==> config.mk <==
export PLATFORM = sky130hd
export DESIGN_NAME = range_stats
export DESIGN_NICKNAME = d
export VERILOG_FILES = /design/src/rtl/range_stats.sv
export SDC_FILE = /design/constraint.sdc
export NUM_CORES = 1
export LEC_CHECK = 0
export CAP_MARGIN = 20
export CORE_UTILIZATION = 35
export CTS_CLUSTER_DIAMETER = 60
export CTS_CLUSTER_SIZE = 10
export DETAILED_ROUTE_END_ITERATION = 12
export GPL_ROUTABILITY_DRIVEN = 0
export GPL_TIMING_DRIVEN = 1
export HOLD_SLACK_MARGIN = 0.1
export REMOVE_ABC_BUFFERS = 1
export SYNTH_ARGS = -nofsm -noshare
export SYNTH_HDL_FRONTEND = slang
export SYNTH_SLANG_ARGS = --single-unit
==> constraint.sdc <==
create_clock -name clock -period 6.1 [get_ports clock]
set_input_delay 0.61 -clock clock [delete_from_list [all_inputs] [get_ports clock]]
set_output_delay 0.61 -clock clock [all_outputs]
set_load 0.01 [all_outputs]
==> src/rtl/range_stats.sv <==
// Streaming min/max/range/count statistics over a go/finish session.
// Optional build macro RANGE_STATS_SIGNED_EN selects two's-complement min/max compares.
module range_stats #(
  parameter int WIDTH   = 10,
  parameter int COUNT_W = 8
) (
  input  logic               clock,
  input  logic               reset,
  input  logic [WIDTH-1:0]   data_in,
  input  logic               valid,
  input  logic               go,
  input  logic               finish,
  input  logic [WIDTH-1:0]   threshold,
  output logic [WIDTH-1:0]   min_out,
  output logic [WIDTH-1:0]   max_out,
  output logic [WIDTH-1:0]   range,
  output logic [COUNT_W-1:0] count,
  output logic               count_sat,
  output logic               done,
  output logic               error,
  output logic               alarm
);

  typedef enum logic [1:0] {IDLE, ACTIVE, DONE, ERROR} state_t;

  localparam logic [COUNT_W-1:0] CNT_MAX = '1;
  localparam logic [COUNT_W-1:0] CNT_ONE = COUNT_W'(1);

  state_t             state_q, state_d;
  logic [WIDTH-1:0]   min_q, min_d;
  logic [WIDTH-1:0]   max_q, max_d;
  logic [COUNT_W-1:0] count_q, count_d;
  logic               count_sat_q, count_sat_d;
  logic               done_q, done_d;
  logic               error_q, error_d;

  function automatic logic less_than(input logic [WIDTH-1:0] a, input logic [WIDTH-1:0] b);
`ifdef RANGE_STATS_SIGNED_EN
    return $signed(a) < $signed(b);
`else
    return a < b;
`endif
  endfunction

  always_comb begin
    state_d = state_q;
    min_d   = min_q;
    max_d   = max_q;
    count_d = count_q;
    done_d  = done_q;
    error_d = error_q;

    if (go && finish) begin
      state_d = ERROR;
      error_d = 1'b1;
      done_d  = 1'b0;
    end else if (go) begin
      // A start always discards the previous session's statistics.
      state_d = ACTIVE;
      error_d = 1'b0;
      done_d  = 1'b0;
      if (valid) begin
        min_d   = data_in;
        max_d   = data_in;
        count_d = CNT_ONE;
      end else begin
        min_d   = '0;
        max_d   = '0;
        count_d = '0;
      end
    end else begin
      case (state_q)
        ACTIVE: begin
          if (valid) begin
            if (count_q == '0) begin
              min_d = data_in;
              max_d = data_in;
            end else begin
              if (less_than(data_in, min_q)) min_d = data_in;
              if (less_than(max_q, data_in)) max_d = data_in;
            end
            if (count_q != CNT_MAX) count_d = count_q + CNT_ONE;
          end
          if (finish) begin
            state_d = DONE;
            done_d  = 1'b1;
          end
        end
        IDLE, ERROR: begin
          if (finish) begin
            state_d = ERROR;
            error_d = 1'b1;
          end
        end
        default: ;
      endcase
    end

    count_sat_d = (count_d == CNT_MAX);
  end

  always_ff @(posedge clock) begin
    if (reset) begin
      state_q     <= IDLE;
      min_q       <= '0;
      max_q       <= '0;
      count_q     <= '0;
      count_sat_q <= 1'b0;
      done_q      <= 1'b0;
      error_q     <= 1'b0;
    end else begin
      state_q     <= state_d;
      min_q       <= min_d;
      max_q       <= max_d;
      count_q     <= count_d;
      count_sat_q <= count_sat_d;
      done_q      <= done_d;
      error_q     <= error_d;
    end
  end

  // max >= min holds under the active compare mode, so this never wraps.
  assign range     = max_q - min_q;
  assign alarm     = ((state_q == ACTIVE) || (state_q == DONE)) && (range > threshold);
  assign min_out   = min_q;
  assign max_out   = max_q;
  assign count     = count_q;
  assign count_sat = count_sat_q;
  assign done      = done_q;
  assign error     = error_q;

endmodule
==> run_results.csv, run 1 <==
group,metric,value,unit
floorplan,start_util,0.366,
min_path,holdCritStartpoint,"error$_SDFFE_PP0P_",
run,cap_violations,0,
synthesis,synth_top_family_by_area,"compound AO/OA/AOI/OAI gates",
clock_network,post_cts_resized,0,
synthesis,syn_area_per_cell,8.51,um^2
layout,area_delta_synth_final,30.3,%
setup_path,cp_max_fo,3,
clock_network,cts.clk_slew.worst_paths,0.08,ns
power_and_ir_drop,power.switching,243,uW
setup_path,critPathKind,"flop to output port",
min_path,hp-class,"flop to flop",
timing,rsz0062_at_grt,"false",
layout,fin_cells,478,
floorplan,core.rowCount,31,
route,drtAntennaViolNets,0,
route,firstDrtPassIters,4,
clock_network,cts_tree,"yes",
synthesis,async_flop_share,0,
clock_network,clockRootBuffer,"clkbuf_8",
timing,skew,0.0130,ns
timing,setup_violations,0,
route,avgRoutedWirePerCell,15.0,um
placed_design,placed_area,0.00339,mm^2
setup_path,start_kind,"flop",
grt,track_usage,0.184,
synthesis,synth_compound_area_frac,0.242,
clock_network,numCtsBuffers,5,
synthesis,synth-simple-area-share,0.168,
clock_network,htreeDepth,2,
setup_path,reg2reg_from,"count[0]$_SDFF_PP0_",
layout,final_util,0.477,
timing,fmaxAchievable,0.236,GHz
placed_design,place_inst,470,
power_and_ir_drop,power.internal,481,uW
timing,finalCritPeriodShare,0.694,
synthesis,ys_types,59,
timing,relSlewSlack,0.644,
setup_path,critPathRequiredTime,5.49,ns
route,vias,2533,
outcome,status,"complete, no violations",
synthesis,synth_mux_area_frac,0.0173,
clock_network,clk_path_buf_depth,2,
power_and_ir_drop,power.density,207,mW/mm^2
synthesis,ys.flop_type,"dfxtp_1",
placed_design,io_buffers,66,
setup_path,crit_start,"max_out[0]$_SDFFE_PP0P_",
setup_path,worstPathArrival,3.62,ns
synthesis,yosys_warnings,0,
synthesis,yosysSeqAreaShare,0.246,
floorplan,core_area,0.00733,mm^2
power_and_ir_drop,combPwrFrac,0.417,
layout,antenna_cells,0,
power_and_ir_drop,p_leak,1.41,nW
grt,grt_pass1_wl,11400,um
clock_network,hold_buffers,0,
floorplan,io_pins,67,
timing,slew_viol_final,0,
layout,drive_gt1_frac,0.0633,
synthesis,synth_cells,315,
route,drtIter0Drc,176,
power_and_ir_drop,peakVddDrop,0.0822,mV
layout,final_nets,445,
setup_path,endpoint_kind,"output port",
layout,fillers,719,
clock_network,clk_latency,0.29,ns
route,drcViolationCount,0,
power_and_ir_drop,swShare,0.336,
grt,grt_overflow,0,
floorplan,fp.dieH,89.5,um
route,finalWirelength,7170,um
route,vias_per_cell,5.30,
placed_design,hpwl,5650,um
synthesis,synth-xor-area-share,0.0261,
clock_network,cts.sinks,33,
floorplan,dieArea,0.00801,mm^2
synthesis,synth-edff-count,0,
synthesis,ys_seq_elements,33,
grt,first_global_vias,2333,
layout,design_area,0.00349,mm^2
synthesis,syn_area,0.00268,mm^2
floorplan,die-width,89.5,um
timing,worst_pin_slew,0.535,ns
power_and_ir_drop,pwr-share-seq,0.326,
grt,grt_max_degree,31,
timing,hold_violations,0,
timing,setup_tns,0,ns
power_and_ir_drop,p_clk_frac,0.256,
timing,fin_crit,4.23,ns
grt,antenna_found_initial,0,
synthesis,synth_fa_ha_area_frac,0.199,
clock_network,post-cts-setup-buffers,0,
## routing by layer
metal,share of wire,global-route usage
met5,0,0
met4,0.0085,0.0577
met3,0.042,0.0295
met2,0.45,0.298
met1,0.50,0.250
## state kept, by name, indices dropped and copies added (netlist names)
name / flops
max_out: 10
error: 1
state_q: 2
count: 8
done: 1
min_out: 10
count_sat: 1
## cells by family (layout without fill, tap and decap cells)
group / after synthesis / count (layout)
flops: 33 / 33
simple gates: 85 / 85
xor+xnor: 8 / 8
compound gates: 81 / 81
mux: 4 / 4
buf+inv: 62 / 126
fa+ha+maj: 42 / 42
## cell type report
| cell class | instances | area (um^2) | share of cell area |
|---|---|---|---|
| Multi-Input combinational cell | 220 | 1750 | 0.500 |
| Timing Repair Buffer | 67 | 668 | 0.191 |
| Sequential cell | 33 | 661 | 0.189 |
| Inverter | 51 | 191 | 0.0548 |
| Tap cell | 99 | 124 | 0.0355 |
| Clock buffer | 7 | 96.3 | 0.0276 |
| Clock inverter | 1 | 5.00 | 0.00143 |
## cell usage after synthesis, types with 2 or more instances
library cell,n,share of area
nand3_1,10,0.019
o211a_1,4,0.015
a21o_1,3,0.0084
buf_2,2,0.0037
ha_1,41,0.19
xor2_1,2,0.0065
clkbuf_1,3,0.0042
a211o_1,2,0.0065
o31ai_1,2,0.0056
a31oi_1,2,0.0047
nand3b_1,2,0.0056
o32ai_1,20,0.065
a2111oi_0,3,0.0098
nand4_1,5,0.012
and4_1,2,0.0065
o2111ai_2,2,0.011
o211ai_1,5,0.014
a21oi_1,14,0.026
and3_1,3,0.0070
or2_2,3,0.0070
o21ai_2,2,0.0065
nor4_1,2,0.0047
buf_4,2,0.0056
o311a_1,2,0.0075
a211oi_1,2,0.0056
dfxtp_1,33,0.25
nor3_1,14,0.026
xnor2_1,6,0.020
inv_1,51,0.071
buf_6,4,0.017
nor2_1,15,0.021
nand2_1,18,0.025
o21ai_0,6,0.011
nand2b_1,3,0.0070
## worst max-delay path, stage by stage, from the launching register on
cell	delay, ns
dfxtp_1	0.33
inv_1	0.09
ha_1	0.17
inv_1	0.05
fa_1	0.39
a21o_1	0.20
a211oi_1	0.24
nor2_1	0.09
o41ai_1	0.31
xnor2_1	0.16
ha_1	0.29
nand2_1	0.06
a21oi_1	0.11
a221oi_1	0.08
nor3_1	0.20
clkdlybuf4s50_1	0.57
## cells in the final DEF, fill, tap and decap left out, types with 2 or more instances in the layout
cell,synthesis,final
nand3_1,10,10
a21oi_1,14,14
a31oi_1,2,2
nor3_1,14,14
nand2b_1,3,3
nand2_1,18,18
inv_1,51,51
and3_1,3,3
o21ai_0,6,6
xnor2_1,6,6
or2_2,3,3
o211a_1,4,4
a211o_1,2,2
o32ai_1,20,20
clkdlybuf4s50_1,0,66
clkbuf_8,0,7
o211ai_1,5,5
o21ai_2,2,2
o31ai_1,2,2
a21o_1,3,3
a2111oi_0,3,3
o2111ai_2,2,2
ha_1,41,41
a211oi_1,2,2
dfxtp_1,33,33
nor4_1,2,2
and4_1,2,2
xor2_1,2,2
nand3b_1,2,2
nand4_1,5,5
o311a_1,2,2
nor2_1,15,15
## final timing paths
check                                               end  slack, ns  cells after the start
worst max-delay path                              alarm       1.87                     15
worst min-delay path                 error$_SDFFE_PP0P_       0.48                      2
worst max register to register  max_out[0]$_SDFFE_PP0P_       3.93                      7
worst min register to register       error$_SDFFE_PP0P_       0.48                      2
## stage by stage
stage	power [mW]	setup WS, ns	hold WS, ns
global placement	0.538	2.25	0.444
floorplan	0.413	2.68	0.474
CTS	0.731	1.84	0.468
global route	0.771	1.59	0.506
detailed placement	0.544	2.16	0.457
finish	0.725	1.87	0.475
## power groups by stage
stage / logic [mW] / registers (mW) / clock network, mW
2_1_floorplan: 0.170 / 0.243 / 0
3_3_place_gp: 0.298 / 0.241 / 0
3_5_place_dp: 0.303 / 0.241 / 0
4_1_cts: 0.304 / 0.236 / 0.190
5_1_grt: 0.337 / 0.238 / 0.196
6_report: 0.302 / 0.236 / 0.186
Power figures use the tool's default switching activity.
==> inputs of run 2 (changes only) <==
==> constraint.sdc (replaced) <==
create_clock -name clock -period 3.6 [get_ports clock]
set_input_delay 0.36 -clock clock [delete_from_list [all_inputs] [get_ports clock]]
set_output_delay 0.36 -clock clock [all_outputs]
set_load 0.01 [all_outputs]
==> run 2 against run 1 <==
Design area rose by 1.9%. Setup slack got worse by 1.7 ns. First-iteration DRC count decreased by 36%. Utilization rose by 0.92 points. Critical path depth shrank 2. Power increased by 74%. Hold slack got worse by 0.015 ns. Wire length is 2.5% lower. Combinational power increased by 81%. Sequential share of layout area down 0.36 points. Register-to-register slack got worse by 2.5 ns. Critical endpoint is now range[8]. Largest cell class unchanged. Highest routed layer unchanged.
==> run_results.csv, run 2 (synthesized netlist as in run 1, its figures left out) <==
group,metric,value,unit
outcome,status,"complete, no violations",
layout,drive_gt1_frac,0.0961,
route,vias_per_cell,5.21,
clock_network,numCtsBuffers,5,
floorplan,io_pins,67,
timing,worst_pin_slew,0.515,ns
min_path,hp-class,"flop to flop",
floorplan,start_util,0.366,
setup_path,reg2regPathDepth,7,
timing,setup_violations,0,
placed_design,io_buffers,66,
grt,first_global_vias,2427,
layout,fin_cells,484,
clock_network,clockRootBuffer,"clkbuf_8",
setup_path,worstPathArrival,3.03,ns
clock_network,clk_latency,0.28,ns
timing,setup_tns,0,ns
route,finalWirelength,6990,um
timing,fmaxAchievable,0.295,GHz
route,avgRoutedWirePerCell,14.5,um
clock_network,cts.sinks,33,
placed_design,hpwl,5470,um
layout,regArea,661,um^2
setup_path,critPathKind,"flop to output port",
layout,area_delta_synth_final,32.8,%
run,cap_violations,0,
layout,fillers,715,
route,firstDrtPassIters,4,
grt,grt_overflow,0,
power_and_ir_drop,p_leak,1.45,nW
setup_path,cp_max_fo,2,
timing,relSlewSlack,0.656,
power_and_ir_drop,peakVddDrop,0.117,mV
floorplan,core.rowCount,31,
layout,final_util,0.486,
floorplan,die-width,89.5,um
floorplan,core_area,0.00733,mm^2
clock_network,cts.clk_slew.worst_paths,0.07,ns
placed_design,place_inst,474,
setup_path,start_kind,"flop",
min_path,holdPathStages,2,
timing,fin_crit,3.39,ns
timing,layout_setup_ws,0.214,ns
layout,final_common_cell,"clkdlybuf4s50_1",
timing,skew,0.00608,ns
grt,antenna_found_initial,0,
layout,final_nets,451,
route,drtAntennaViolNets,0,
route,drcViolationCount,0,
setup_path,critPathRequiredTime,3.24,ns
grt,grt_pass1_wl,11200,um
grt,grt_max_degree,31,
setup_path,endpoint_kind,"output port",
timing,finalCritPeriodShare,0.941,
layout,antenna_cells,0,
floorplan,fp.dieH,89.5,um
grt,track_usage,0.182,
layout,multi_input_area,0.00178,mm^2
route,vias,2523,
power_and_ir_drop,total_power,1.26,mW
clock_network,htreeDepth,2,
placed_design,dpl_worst_slack,-0.104,ns
timing,slew_viol_final,0,
clock_network,clk_path_buf_depth,2,
floorplan,dieArea,0.00801,mm^2
clock_network,cts_tree,"yes",
timing,rsz0062_at_grt,"false",
clock_network,hold_buffers,0,
power_and_ir_drop,power.density,354,mW/mm^2
timing,hold_violations,0,
route,drtIter0Drc,113,
layout,layout_common_cells,"clkdlybuf4s50_1, inv_1, ha_1, dfxtp_1, o32ai_1",
-- run 2: changes by cell type in the layout (fill, tap and decap cells not counted), sizes merged --
cell	change
clkdlybuf4s50	-1
buf	+7
-- run 2: worst max-delay path, stage by stage, from the launching register on --
cell and delay, ns:
dfxtp_1 0.32, inv_1 0.09, ha_2 0.18, inv_1 0.05
fa_2 0.34, a21o_1 0.19, a211oi_2 0.22, nor2_1 0.08
o41ai_2 0.24, xnor2_1 0.19, buf_4 0.15, buf_4 0.09
buf_4 0.08, clkdlybuf4s50_1 0.51
-- run 2: layout make-up --
cell class / instances / area share
Clock buffer: 7 / 0.0271
Clock inverter: 1 / 0.00141
Inverter: 51 / 0.0538
Multi-Input combinational cell: 220 / 0.499
Timing Repair Buffer: 73 / 0.199
Sequential cell: 33 / 0.186
Tap cell: 99 / 0.0348
-- run 2: final timing paths --
check                                        startpoint  slack [ns]              endpoint
worst max register to register  state_q[1]$_SDFFE_PP0P_        1.41  count_sat$_SDFF_PP0_
worst min register to register       error$_SDFFE_PP0P_        0.46    error$_SDFFE_PP0P_
worst max-delay path            max_out[0]$_SDFFE_PP0P_        0.21              range[8]
worst min-delay path                 error$_SDFFE_PP0P_        0.46    error$_SDFFE_PP0P_
-- run 2: metrics by stage --
| stage | cell area (um^2) | hold slack (ns) |
|---|---|---|
| 4_1_cts | 3540 | 0.468 |
| 5_1_grt | 3560 | 0.505 |
| 2_1_floorplan | 2600 | 0.429 |
| 3_3_place_gp | 3420 | 0.447 |
| 6_report | 3560 | 0.460 |
| 3_5_place_dp | 3420 | 0.457 |
-- run 2: timing repair --
item / CTS / global route
setup buffers: 1 / 1
pin swaps: 6 / 3
gates resized for setup: 8 / 3
setup endpoints to repair: 1 / 1
-- run 2: power by group --
group / switching, mW / total, mW / internal (mW)
Sequential: 0.0166 / 0.400 / 0.383
Clock: 0.139 / 0.312 / 0.173
Combinational: 0.265 / 0.548 / 0.284
Total: 0.421 / 1.26 / 0.840
-- run 2: layer usage --
layer | up-vias | part of all wire | track usage
met2 | 54 | 0.44 | 0.304
met3 | 6 | 0.034 | 0.0240
li1 | 1293 | - | -
met1 | 1170 | 0.52 | 0.247
met5 | - | 0 | 0
met4 | 0 | 0.0097 | 0.0476
